[config.mk]
export PLATFORM = sky130hd
export DESIGN_NAME = rx_da_filter
export DESIGN_NICKNAME = d
export VERILOG_FILES = /design/src/rtl/rx_da_filter.sv
export SDC_FILE = /design/constraint.sdc
export NUM_CORES = 1
export LEC_CHECK = 0
export CAP_MARGIN = 5
export CORE_UTILIZATION = 45
export DETAILED_ROUTE_END_ITERATION = 7
export PLACE_DENSITY = 0.74
export SLEW_MARGIN = 20
export SYNTH_ARGS = -nofsm -noshare
export SYNTH_HDL_FRONTEND = slang
export SYNTH_SLANG_ARGS = --single-unit
export TNS_END_PERCENT = 5
[constraint.sdc]
create_clock -name clk -period 3.4 [get_ports clk]
set_clock_uncertainty 0.1 [all_clocks]
set_input_delay 0.34 -clock clk [delete_from_list [all_inputs] [get_ports clk]]
set_output_delay 0.34 -clock clk [all_outputs]
set_load 0.03 [all_outputs]
[src/rtl/rx_da_filter.sv]
// -----------------------------------------------------------------------------
// rx_da_filter
//
// Destination-address filter for the MAC receive path. Assembles the 48-bit DA
// MSB-first from DATA_WIDTH-bit symbols (4 = MII, 8 = GMII) and classifies it
// as unicast, multicast or broadcast. The frame is then accepted or rejected
// against the promiscuous / broadcast / multicast mode bits and a
// runtime-programmable table of unicast addresses, scanned one entry per clock.
// The decision is a one-cycle ok/err pulse for the rx control FSM.
//
// Ports
//   clk, rst      clock, asynchronous active-low reset
//   I_en_ck       high while DA symbols are presented (one per cycle)
//   I_da          DA symbol
//   I_en_mix      promiscuous mode: accept everything
//   I_en_bc       accept broadcast
//   I_en_mc       accept any multicast
//   I_cfg_we      table write strobe
//   I_cfg_idx     table entry to write
//   I_cfg_addr    address to write
//   I_cfg_vld     valid bit written with the entry
//   O_da_ok       one-cycle accept pulse
//   O_da_err      one-cycle reject pulse
//   O_da_type     0 unicast, 1 multicast, 2 broadcast, 3 short DA
//   O_hit_idx     matching table entry on a table hit, else 0
//   O_busy        high while collecting or scanning
// -----------------------------------------------------------------------------
module rx_da_filter #(
  parameter int          DATA_WIDTH   = 4,
  parameter int          ADDR_ENTRIES = 4,
  parameter int          IDX_W        = 2,
  parameter logic [47:0] MAC_ADDR0    = 48'h000C294A3550
) (
  input  logic                  clk,
  input  logic                  rst,
  input  logic                  I_en_ck,
  input  logic [DATA_WIDTH-1:0] I_da,
  input  logic                  I_en_mix,
  input  logic                  I_en_bc,
  input  logic                  I_en_mc,
  input  logic                  I_cfg_we,
  input  logic [IDX_W-1:0]      I_cfg_idx,
  input  logic [47:0]           I_cfg_addr,
  input  logic                  I_cfg_vld,
  output logic                  O_da_ok,
  output logic                  O_da_err,
  output logic [1:0]            O_da_type,
  output logic [IDX_W-1:0]      O_hit_idx,
  output logic                  O_busy
);

  localparam int SYMS  = 48 / DATA_WIDTH;
  localparam int CNT_W = $clog2(SYMS + 1);

  localparam logic [1:0] TYPE_UC    = 2'd0;
  localparam logic [1:0] TYPE_MC    = 2'd1;
  localparam logic [1:0] TYPE_BC    = 2'd2;
  localparam logic [1:0] TYPE_SHORT = 2'd3;

  typedef enum logic [1:0] {
    ST_IDLE    = 2'd0,
    ST_COLLECT = 2'd1,
    ST_SCAN    = 2'd2
  } state_t;

  state_t           state;
  logic [47:0]      da_sr;
  logic [CNT_W-1:0] cnt;
  logic [IDX_W-1:0] k;

  logic [47:0]             tbl_addr [ADDR_ENTRIES];
  logic [ADDR_ENTRIES-1:0] tbl_vld;

  // ---------------------------------------------------------------------------
  // Address table. Writes land at the next edge; a scan comparison on the same
  // edge still sees the old contents.
  // ---------------------------------------------------------------------------
  always_ff @(posedge clk or negedge rst) begin
    if (!rst) begin
      // NOTE: the table is reset explicitly (entry 0 holds the station address
      // out of reset), so it is built from flops rather than a RAM macro.
      for (int i = 0; i < ADDR_ENTRIES; i++) begin
        tbl_addr[i] <= (i == 0) ? MAC_ADDR0 : 48'h0;
      end
      tbl_vld <= ADDR_ENTRIES'(1);
    end else if (I_cfg_we) begin
      tbl_addr[I_cfg_idx] <= I_cfg_addr;
      tbl_vld[I_cfg_idx]  <= I_cfg_vld;
    end
  end

  // ---------------------------------------------------------------------------
  // DA decode, used while scanning.
  // ---------------------------------------------------------------------------
  logic        da_bcast;
  logic        da_mcast;
  logic [1:0]  da_type;
  logic        mode_hit;
  logic        entry_hit;
  logic        last_k;
  logic [47:0] da_shift;
  logic [47:0] da_first;

  // NOTE: every signal written in this always_comb is assigned on all paths,
  // so no latch can be inferred.
  always_comb begin
    da_bcast  = &da_sr;
    da_mcast  = da_sr[40];                  // I/G bit of the first octet
    da_type   = da_bcast ? TYPE_BC : (da_mcast ? TYPE_MC : TYPE_UC);
    mode_hit  = I_en_mix | (da_bcast & I_en_bc) | (da_mcast & I_en_mc);
    entry_hit = tbl_vld[k] && (tbl_addr[k] == da_sr);
    last_k    = (k == IDX_W'(ADDR_ENTRIES - 1));
    da_shift  = {da_sr[47-DATA_WIDTH:0], I_da};
    da_first  = {{(48-DATA_WIDTH){1'b0}}, I_da};
  end

  // ---------------------------------------------------------------------------
  // Collect / scan FSM with registered pulses.
  // ---------------------------------------------------------------------------
  // NOTE: sequential state uses non-blocking assignments only, so every read
  // in this block sees the value from before the edge.
  always_ff @(posedge clk or negedge rst) begin
    if (!rst) begin
      state     <= ST_IDLE;
      da_sr     <= 48'h0;
      cnt       <= '0;
      k         <= '0;
      O_da_ok   <= 1'b0;
      O_da_err  <= 1'b0;
      O_da_type <= TYPE_UC;
      O_hit_idx <= '0;
    end else begin
      O_da_ok  <= 1'b0;
      O_da_err <= 1'b0;

      case (state)
        ST_IDLE: begin
          if (I_en_ck) begin
            da_sr <= da_first;
            cnt   <= CNT_W'(1);
            state <= ST_COLLECT;
          end
        end

        ST_COLLECT: begin
          if (I_en_ck) begin
            // Symbols beyond a full DA are dropped; the counter saturates.
            if (cnt < CNT_W'(SYMS)) begin
              da_sr <= da_shift;
              cnt   <= cnt + CNT_W'(1);
            end
          end else if (cnt == CNT_W'(SYMS)) begin
            k     <= '0;
            state <= ST_SCAN;
          end else begin
            O_da_err  <= 1'b1;
            O_da_type <= TYPE_SHORT;
            O_hit_idx <= '0;
            state     <= ST_IDLE;
          end
        end

        ST_SCAN: begin
          if (I_en_ck) begin
            // A new frame started before the decision: drop this one silently
            // and treat the symbol as the first of the next DA.
            da_sr <= da_first;
            cnt   <= CNT_W'(1);
            state <= ST_COLLECT;
          end else if ((k == '0) && mode_hit) begin
            O_da_ok   <= 1'b1;
            O_da_type <= da_type;
            O_hit_idx <= '0;
            state     <= ST_IDLE;
          end else if (entry_hit) begin
            O_da_ok   <= 1'b1;
            O_da_type <= da_type;
            O_hit_idx <= k;
            state     <= ST_IDLE;
          end else if (last_k) begin
            O_da_err  <= 1'b1;
            O_da_type <= da_type;
            O_hit_idx <= '0;
            state     <= ST_IDLE;
          end else begin
            k <= k + IDX_W'(1);
          end
        end

        default: state <= ST_IDLE;
      endcase
    end
  end

  assign O_busy = (state != ST_IDLE);

endmodule

* After elaboration in Yosys (flattened, before gate mapping) *
Index checks and enable logic that the tools add are counted.

storage, ports and cells
  bits in registers = 258

operators by class
  $add $sub $neg = 2
  equal/unequal tests = 18
  magnitude comparators = 7
  bitwise logic cells = 6
  reduce and logical (&&, ||, !) cells = 15
  muxes and demuxes = 60

operators with widths
  operator                                                              number
  48-bit two-way mux                                                    6
  192-bit bitwise mux                                                   1
  48-bit binary-select mux with 2-bit select                            1
  48-bit demux with 2-bit select                                        1
  48-bit case mux with 2 select lines                                   1
  2-bit two-way mux                                                     25
  48-bit equality test                                                  1
  48-bit AND reduction                                                  1
  2-bit inequality test, second input constant                          10
  1-bit two-way mux                                                     13
  4-bit two-way mux                                                     3
  2-bit case mux with 2 select lines                                    3
  4-bit case mux with 2 select lines                                    1
  7-bit AND reduction                                                   1
  3-bit greater-or-equal comparator, second input constant              2
  2-bit by 3-bit < comparator with 1-bit output, second input constant  2
  2-bit NOT with 3-bit output                                           2
  2-bit case mux with 3 select lines                                    1
  2-bit nonzero test                                                    3
  5-bit inequality test, second input constant                          1
  5-bit AND reduction                                                   1
  4-bit by 1-bit adder with 4-bit output, second input constant         1
  4-bit bitwise mux                                                     1
  2-bit equality test, second input constant                            2
  other kinds (18)                                                      24

* Longest topological paths before layout *
Gate-level depths: netlist of run 1.

  depth in word-level cells = 10
  depth in mapped cells = 12

* Worst setup path before layout of run 1 *
OpenSTA, ideal clock, no wires.

  path type = reg2reg
  start point = register k[0]
  end point = register state[1]
  buffers on the path = 2
  path slack = 0.443 ns
  stages on the path, launching flop included = 11
  arrival time = 2.729 ns
  required time = 3.172 ns
  library setup time = 0.128 ns
  period minus slack after synthesis = 2.957 ns
  cells stage by stage = dfrtp_1 buf_6 buf_2 mux4_2 xnor2_1 nand4_1 nor3_1 nand4_1 nor4_4 o21ai_1 mux2_1

between the ends
  longest elaborated chain between the ends = 10
  elaborated cells between the ends (all ways) = 17

ends and longest elaborated chain
  element                                                line  text
  start, declared                                        69    logic [IDX_W-1:0] k;
  start signal, assigned                                 186   k <= k + IDX_W'(1);
  2-bit NOT with 3-bit output (not written as such)      111   entry_hit = tbl_vld[k] && (tbl_addr[k] == da_sr);
  48-bit binary-select mux with 2-bit select             111
  48-bit two-way mux (not written as such) (2 in a row)  111
  48-bit equality test                                   111
  1-bit logical AND                                      111
  2-bit two-way mux                                      175   end else if (entry_hit) begin
  2-bit two-way mux                                      170   end else if ((k == '0) && mode_hit) begin
  2-bit two-way mux                                      164   if (I_en_ck) begin
  2-bit case mux with 3 select lines                     136   case (state)
  end signal, assigned                                   169   state <= ST_COLLECT;
  end signal, assigned                                   174   state <= ST_IDLE;
  end signal, assigned                                   179   state <= ST_IDLE;
  end, declared                                          66    state_t state;

Several ways; a longest one is shown, not always the timed one. The select of a mux whose other input is x is not followed.
A chain may end at the register's enable or synchronous reset.

* Final worst setup path of run 1 *
Same ends and word-level chain as after synthesis.

==> results of run 1 <==
through the flow:
step	std cells	power, mW	hold WS (ps)	instance area, µm²	worst slack (ps)
6_report	1367	8.62	347	14300	107
5_1_grt	1367	9.00	354	14300	38.5
4_1_cts	1366	8.66	341	14300	48.7
3_5_place_dp	1315	5.81	387	13400	64.3
3_3_place_gp	1315	5.74	382	13400	55.1
2_1_floorplan	935	5.14	-55.6	12200	443
layout by cell type, fill, tap and decap left out, drive strengths merged, types with 12 or more instances in the layout:
master,n
mux2,206
mux2i,43
dfstp,15
dfrtp,243
nand4,21
nor2,12
nand2,109
clkdlybuf4s50,67
clkbuf,41
o21ai,49
buf,32
mux4,32
inv,16
xnor2,23
power by group through the flow:
stage	clock, mW	combinational (mW)	sequential (mW)
2_1_floorplan	0	1.21	3.93
3_3_place_gp	0	1.66	4.08
3_5_place_dp	0	1.71	4.10
4_1_cts	2.89	1.72	4.05
5_1_grt	3.01	1.87	4.12
6_report	2.84	1.72	4.06
how the worst min path moves through the flow:
stage	end	slack, ps	depth (start not counted)
after floorplan	O_da_err$_DFF_PN0_	-60	0
after global placement	tbl_addr[132]$_DFFE_PN0P_	380	1
after detailed placement	O_da_ok$_DFF_PN0_	390	1
after CTS	da_sr[1]$_DFFE_PN0P_	340	2
after global routing	da_sr[1]$_DFFE_PN0P_	350	2
final	tbl_vld[2]$_DFFE_PN0P_	350	2
Yosys cell counts, types with 3 or more instances:
cell type,n,share of area
nor2_1,12,0.0037
dfstp_2,15,0.032
o211ai_1,4,0.0025
o31ai_1,8,0.0049
nor3_1,4,0.0016
nand4_1,21,0.011
a22oi_1,5,0.0031
xor2_1,11,0.0079
a21oi_1,10,0.0041
nand2_1,109,0.034
nand3_1,6,0.0025
o221ai_1,4,0.0029
mux2i_1,43,0.035
inv_1,14,0.0043
buf_4,7,0.0043
o21ai_0,46,0.019
buf_1,15,0.0046
o22ai_1,6,0.0031
nor3b_1,3,0.0018
nand2b_1,5,0.0026
mux2_2,203,0.19
mux2_1,3,0.0028
buf_2,5,0.0021
dfrtp_1,243,0.50
xnor2_1,23,0.017
nand3b_1,4,0.0025
nor4_1,4,0.0021
ha_1,8,0.0082
clkbuf_1,23,0.0071
mux4_2,32,0.059
area by class of cell:
type	count	area (µm²)
Clock buffer	41	808
Clock inverter	9	58.8
Fill cell	2190	12000
Inverter	15	56.3
Multi-Input combinational cell	609	5410
Sequential cell	258	6480
Tap cell	335	419
Timing Repair Buffer	100	1060
routing by layer:
metal | wire [µm] | global-route usage | up-vias
li1 | - | - | 3568
met1 | 13000 | 0.305 | 4029
met2 | 13600 | 0.344 | 286
met3 | 1670 | 0.0285 | 58
met4 | 752 | 0.0656 | 0
met5 | 0 | 0 | -
cell families (layout without fill, tap and decap cells):
group,count (synthesis),in the layout
buffers and inverters,68,165
AOI/OAI and AO/OA,106,106
adders and majority gates,8,8
xor gates and xnor gates,34,34
muxes,281,281
DFF,258,258
and+or+nand+nor,180,180
sequential cells by signal, summed over array words and instances (netlist names):
signal and flops:
cnt 4, k 2, O_hit_idx 2, state 2, O_da_ok 1, da_sr 48, tbl_vld 4, O_da_err 1
tbl_addr 192, O_da_type 2
what timing repair did:
| item | 4_1_cts | 5_1_grt |
|---|---|---|
| buffers inserted | 0 | 1 |
| setup endpoints to repair | 0 | 4 |
| endpoints found under the hold margin | 100 | 0 |
| hold buffers | 1 | 0 |
==> qor.csv, run 1 <==
stage;metric;value;unit
synth;yosysWarnings;0;
clock_network;clk_pin_slew;60;ps
clock_network;cts_sinks;258;
synth;synthAdderAreaFrac;0.00822;
synth;syn_area_per_cell;13.0;µm²
place;hpwl;19.8;mm
synth;synth.area.mux_share;0.285;
synth;syn_nets;1005;
final_layout;area_growth;17.4;%
critical_path;critPathRequiredTime;3720;ps
clock_network;cts_tree;built;
critical_path;critPathArrivalTime;3610;ps
synth;synth_cell_types;59;
final_layout;fin_nets;1081;
power;p_clk_frac;0.330;
power;p_per_area;603;nW/µm²
critical_path;critPathLaunchType;flop;
synth;synthFlopType;dfrtp_1;
outcome;status;finished, violations left;
die;die_h;166;µm
critical_path;path_depth;10;
synth;async_flop_share;1.00;
timing;setup-tns-final;0;ps
global_routing;track_usage;0.214;
critical_path;path_max_fanout;20;
critical_path;r2r_cells;10;
die;initial_core_util;0.463;
hold_path;hp-class;in2async;
clock_network;numCtsBuffers;27;
die;boundaryPins;69;
timing;worst_slew_pin_slew;902;ps
timing;finalHoldViolations;0;
critical_path;worstSetupEndpoint;state[1]$_DFFE_PN0P_;
detailed_routing;vias;7941;
critical_path;cp-end-kind;flop;
timing;finalCritPeriodShare;0.969;
power;p_seq_frac;0.471;
power;p_sw;2.48;mW
power;internal_power;6.14;mW
power;p_sw_frac;0.288;
synth;synth_compound_area_frac;0.0549;
critical_path;cpMostUsedCell;buf_4;
synth;synth_simple_gate_area_frac;0.0698;
global_routing;antenna_found_initial;0;
flow_run;drv_cap;0;
place;io_buffers;68;
critical_path;setup.worst_path.start;k[0]$_DFFE_PN0P_;
die;rows;59;
timing;rsz0062_at_grt;no;
critical_path;r2r_start;k[0]$_DFFE_PN0P_;
critical_path;crit_type;reg2reg;
clock_network;clock_latency;540;ps
critical_path;crit_buf_inv;3;
timing;slew_viol_final;0;
die;core_area;26300;µm²
detailed_routing;drc;4;
synth;synthXorXnorAreaFrac;0.0245;
final_layout;drive_gt1_frac;0.327;
synth;ys_seq_area_frac;0.532;
timing;slew_headroom;0.399;
synth;synth-edff-count;0;
timing;period_needed;3290;ps
outcome;violations;design-rule violations;
final_layout;antenna_cells;0;
global_routing;grt_pass1_vias;8256;
global_routing;grt_pass1_wl;46.8;mm
clock_network;cts_buffer_depth;3;
clock_network;root_buffer;clkbuf_16;
synth;synthCells;935;
critical_path;critPathTopFamily;multiplexers;
detailed_routing;final_antenna_net_count;0;
timing;setup_viol;0;
power;leakage;5.67;nW
power;ir_drop;0.467;mV
detailed_routing;first_pass_iters;7;
timing;fmax;304;MHz
power;p_comb_frac;0.200;
critical_path;r2r_slack;110;ps
place;gp_congestion;0.949;
detailed_routing;drtIter0Drc;595;
synth;synth_seq_cells;258;
detailed_routing;via_per_inst;5.81;
global_routing;grt_overflow;0;
critical_path;critPathSlowestCell;mux4_2;
synth;synth_top_family_by_area;multiplexers;
critical_path;r2r-end;state[1]$_DFFE_PN0P_;
final_layout;final_util;0.544;
die;dieWidth;166;µm
clock_network;cts_resized;0;
detailed_routing;wl_per_cell;21.2;µm
die;die_area;27700;µm²
synth;syn-cell-area;12200;µm²
detailed_routing;wl;29.0;mm
critical_path;crit_chain;buf_12, buf_4, mux4_2, xor2_1, nor4_1, nand4_1, nor4_4, buf_4, o21ai_1, mux2_1;
clock_network;cts-htree-levels;1;
global_routing;grt_max_degree;113;
critical_path;max_stage_delay;590;ps
No activity file was read; power rests on OpenSTA's default activity.
==> run 2, diff against run 1 <==
--- a/config.mk
+++ b/config.mk
@@ -7,6 +7,7 @@
 export LEC_CHECK = 0
 export CAP_MARGIN = 5
 export CORE_UTILIZATION = 45
+export CTS_CLUSTER_SIZE = 28
 export DETAILED_ROUTE_END_ITERATION = 7
 export PLACE_DENSITY = 0.74
 export SLEW_MARGIN = 20
==> results of run 2 <==
The final DEF is identical to that of run 1; final timing and power are the same.
==> run 3, diff against run 2 <==
--- a/config.mk
+++ b/config.mk
@@ -6,10 +6,10 @@
 export NUM_CORES = 1
 export LEC_CHECK = 0
 export CAP_MARGIN = 5
-export CORE_UTILIZATION = 45
+export CORE_UTILIZATION = 30
 export CTS_CLUSTER_SIZE = 28
 export DETAILED_ROUTE_END_ITERATION = 7
-export PLACE_DENSITY = 0.74
+export PLACE_DENSITY = 0.57
 export SLEW_MARGIN = 20
 export SYNTH_ARGS = -nofsm -noshare
 export SYNTH_HDL_FRONTEND = slang
==> run 3 against run 2 <==
The run now ends clean. Cell area is 3.3% higher. Core utilization shrank 17 points. Critical path depth grew 1. Flip-flop and latch count is the same. Sequential share of layout area down 1.4 points. Routed wire length up 6.9%. Clock-buffer cell count up 6. Largest power group unchanged.
==> qor.csv, run 3 (same netlist as run 1, synthesis figures left out) <==
stage;metric;value;unit;change
outcome;status;finished clean;;
critical_path;r2r_slack;130;ps;+30 ps
detailed_routing;wl;31.0;mm;+6.9%
detailed_routing;via_per_inst;5.00;;-14%
clock_network;cts_sinks;258;;unchanged
power;p_per_area;603;nW/µm²;about the same
global_routing;track_usage;0.152;;-0.0628
global_routing;grt_pass1_wl;48.9;mm;+4.6%
timing;setup-tns-final;0;ps;unchanged
final_layout;final_common_cell;dfrtp_1;;
detailed_routing;first_pass_iters;7;;unchanged
die;core_area;39900;µm²;+52%
final_layout;antenna_cells;0;;unchanged
timing;worst_slack;133;ps;+26.2 ps
die;boundaryPins;69;;unchanged
timing;slew_viol_final;0;;unchanged
timing;period_needed;3270;ps;-26.2 ps
final_layout;top_regs;tbl_addr (192), da_sr (48);;
critical_path;critPathArrivalTime;3590;ps;-20 ps
place;io_buffers;68;;unchanged
global_routing;grt_max_degree;101;;-11%
critical_path;worstSetupEndpoint;state[1]$_DFFE_PN0P_;;
critical_path;path_max_fanout;10;;-50%
critical_path;r2r_cells;11;;+1
flow_run;drv_cap;0;;unchanged
detailed_routing;final_antenna_net_count;0;;unchanged
global_routing;grt_pass1_vias;8036;;-2.7%
final_layout;nFillCells;3825;;+75%
detailed_routing;drc;0;;-4
die;initial_core_util;0.305;;-0.158
hold_path;hp-class;in2async;;
clock_network;cts-htree-levels;1;;unchanged
timing;rsz0062_at_grt;no;;
detailed_routing;wl_per_cell;19.7;µm;-7.0%
clock_network;root_buffer;clkbuf_16;;
place;gp_congestion;0.911;;-4.0%
detailed_routing;dr.max_layer_used;met4;;
final_layout;area_growth;21.3;%;
clock_network;clk_pin_slew;60;ps;about the same
clock_network;cts_buffer_depth;3;;unchanged
clock_network;clock_latency;560;ps;+20 ps
detailed_routing;wl_met1;14.8;mm;+14%
timing;hold-worst-slack;320;ps;-26.5 ps
power;p_total;8.90;mW;+3.3%
final_layout;final_cell_mix;dfrtp_1, mux2_2, nand2_1;;
critical_path;critPathLaunchType;flop;;
timing;worst_slew_pin_slew;773;ps;-129 ps
place;dp.cells;1509;;+15%
power;leakage;5.80;nW;+2.2%
final_layout;fin_nets;1094;;+1.2%
detailed_routing;wl_met3;1.30;mm;-22%
power;ir_drop;0.372;mV;-20%
clock_network;numCtsBuffers;29;;+7.4%
timing;finalCritPeriodShare;0.961;;-0.00770
final_layout;regMostFlops;tbl_addr;;
detailed_routing;drtIter0Drc;501;;-16%
clock_network;cts_tree;built;;
final_layout;largest_register_ffs;192;;unchanged
final_layout;finalNonFillerCells;1571;;+15%
critical_path;crit_type;reg2reg;;
place;postPlaceCellArea;13700;µm²;+2.0%
critical_path;setup.worst_path.start;k[0]$_DFFE_PN0P_;;
die;die_area;41400;µm²;+49%
final_layout;drive_gt1_frac;0.334;;+0.00710
global_routing;grt_overflow;0;;unchanged
critical_path;r2r_start;k[0]$_DFFE_PN0P_;;
die;dieWidth;203;µm;+22%
final_layout;final_util;0.370;;-0.174
critical_path;r2r-end;state[1]$_DFFE_PN0P_;;
timing;finalHoldViolations;0;;unchanged
global_routing;antenna_found_initial;0;;unchanged
critical_path;critPathRequiredTime;3730;ps;about the same
die;rows;73;;+24%
place;hpwl;21.0;mm;+6.5%
timing;slew_headroom;0.484;;+0.0857
timing;setup_viol;0;;unchanged
detailed_routing;dr_wl_met2;14.2;mm;+4.8%
critical_path;cp-end-kind;flop;;
die;die_h;203;µm;+22%
place;dp_slack;22.6;ps;-41.7 ps
final_layout;final_area;14800;µm²;+3.3%
detailed_routing;vias;7861;;-1.0%
timing;fmax;306;MHz;+0.80%
[run 3: per-layer routing]
layer / global-route usage / up-vias
met5: 0 / -
li1: - / 3586
met2: 0.237 / 177
met1: 0.223 / 4051
met3: 0.0208 / 47
met4: 0.0322 / 0
[run 3: layout make-up]
type	instances	area, µm²	area share
inverters	15	56.3	0.00381
multi-input cells	609	5430	0.368
clock buffers	47	863	0.0585
clock inverters	6	98.8	0.00669
flip-flops and latches	258	6480	0.439
well taps	525	657	0.0445
repair buffers	111	1180	0.0801
[run 3: power by group]
part           switching, mW  leakage (nW)  internal (mW)
combinational          0.884          2.20          0.869
sequential             0.384          3.13           3.64
clock                   1.24         0.471           1.89
[run 3: worst min path at each step]
stage,start,endpoint,slack [ps]
floorplan,rst,O_da_err$_DFF_PN0_,-60
global placement,rst,cnt[3]$_DFFE_PN0P_,330
detailed placement,rst,cnt[2]$_DFFE_PN0P_,330
CTS,I_da[1],da_sr[1]$_DFFE_PN0P_,320
global route,I_da[0],da_sr[0]$_DFFE_PN0P_,350
finish,rst,cnt[2]$_DFFE_PN0P_,320
[run 3: what timing repair did]
action	CTS	global route
hold endpoints to repair	87	0
gates resized for setup	0	3
buffers inserted	1	6
cloned	0	1
setup endpoints to repair	2	4
hold buffers	1	0
[run 3: critical path, stage by stage, from the launching register on]
cell       delay, ps
dfrtp_4          520
buf_4            170
clkbuf_16        180
inv_2            160
mux2i_1          210
o22ai_1           90
a2111o_1         410
or4_4            510
nor4_4           160
buf_4            200
o21ai_1          100
mux2_1           320
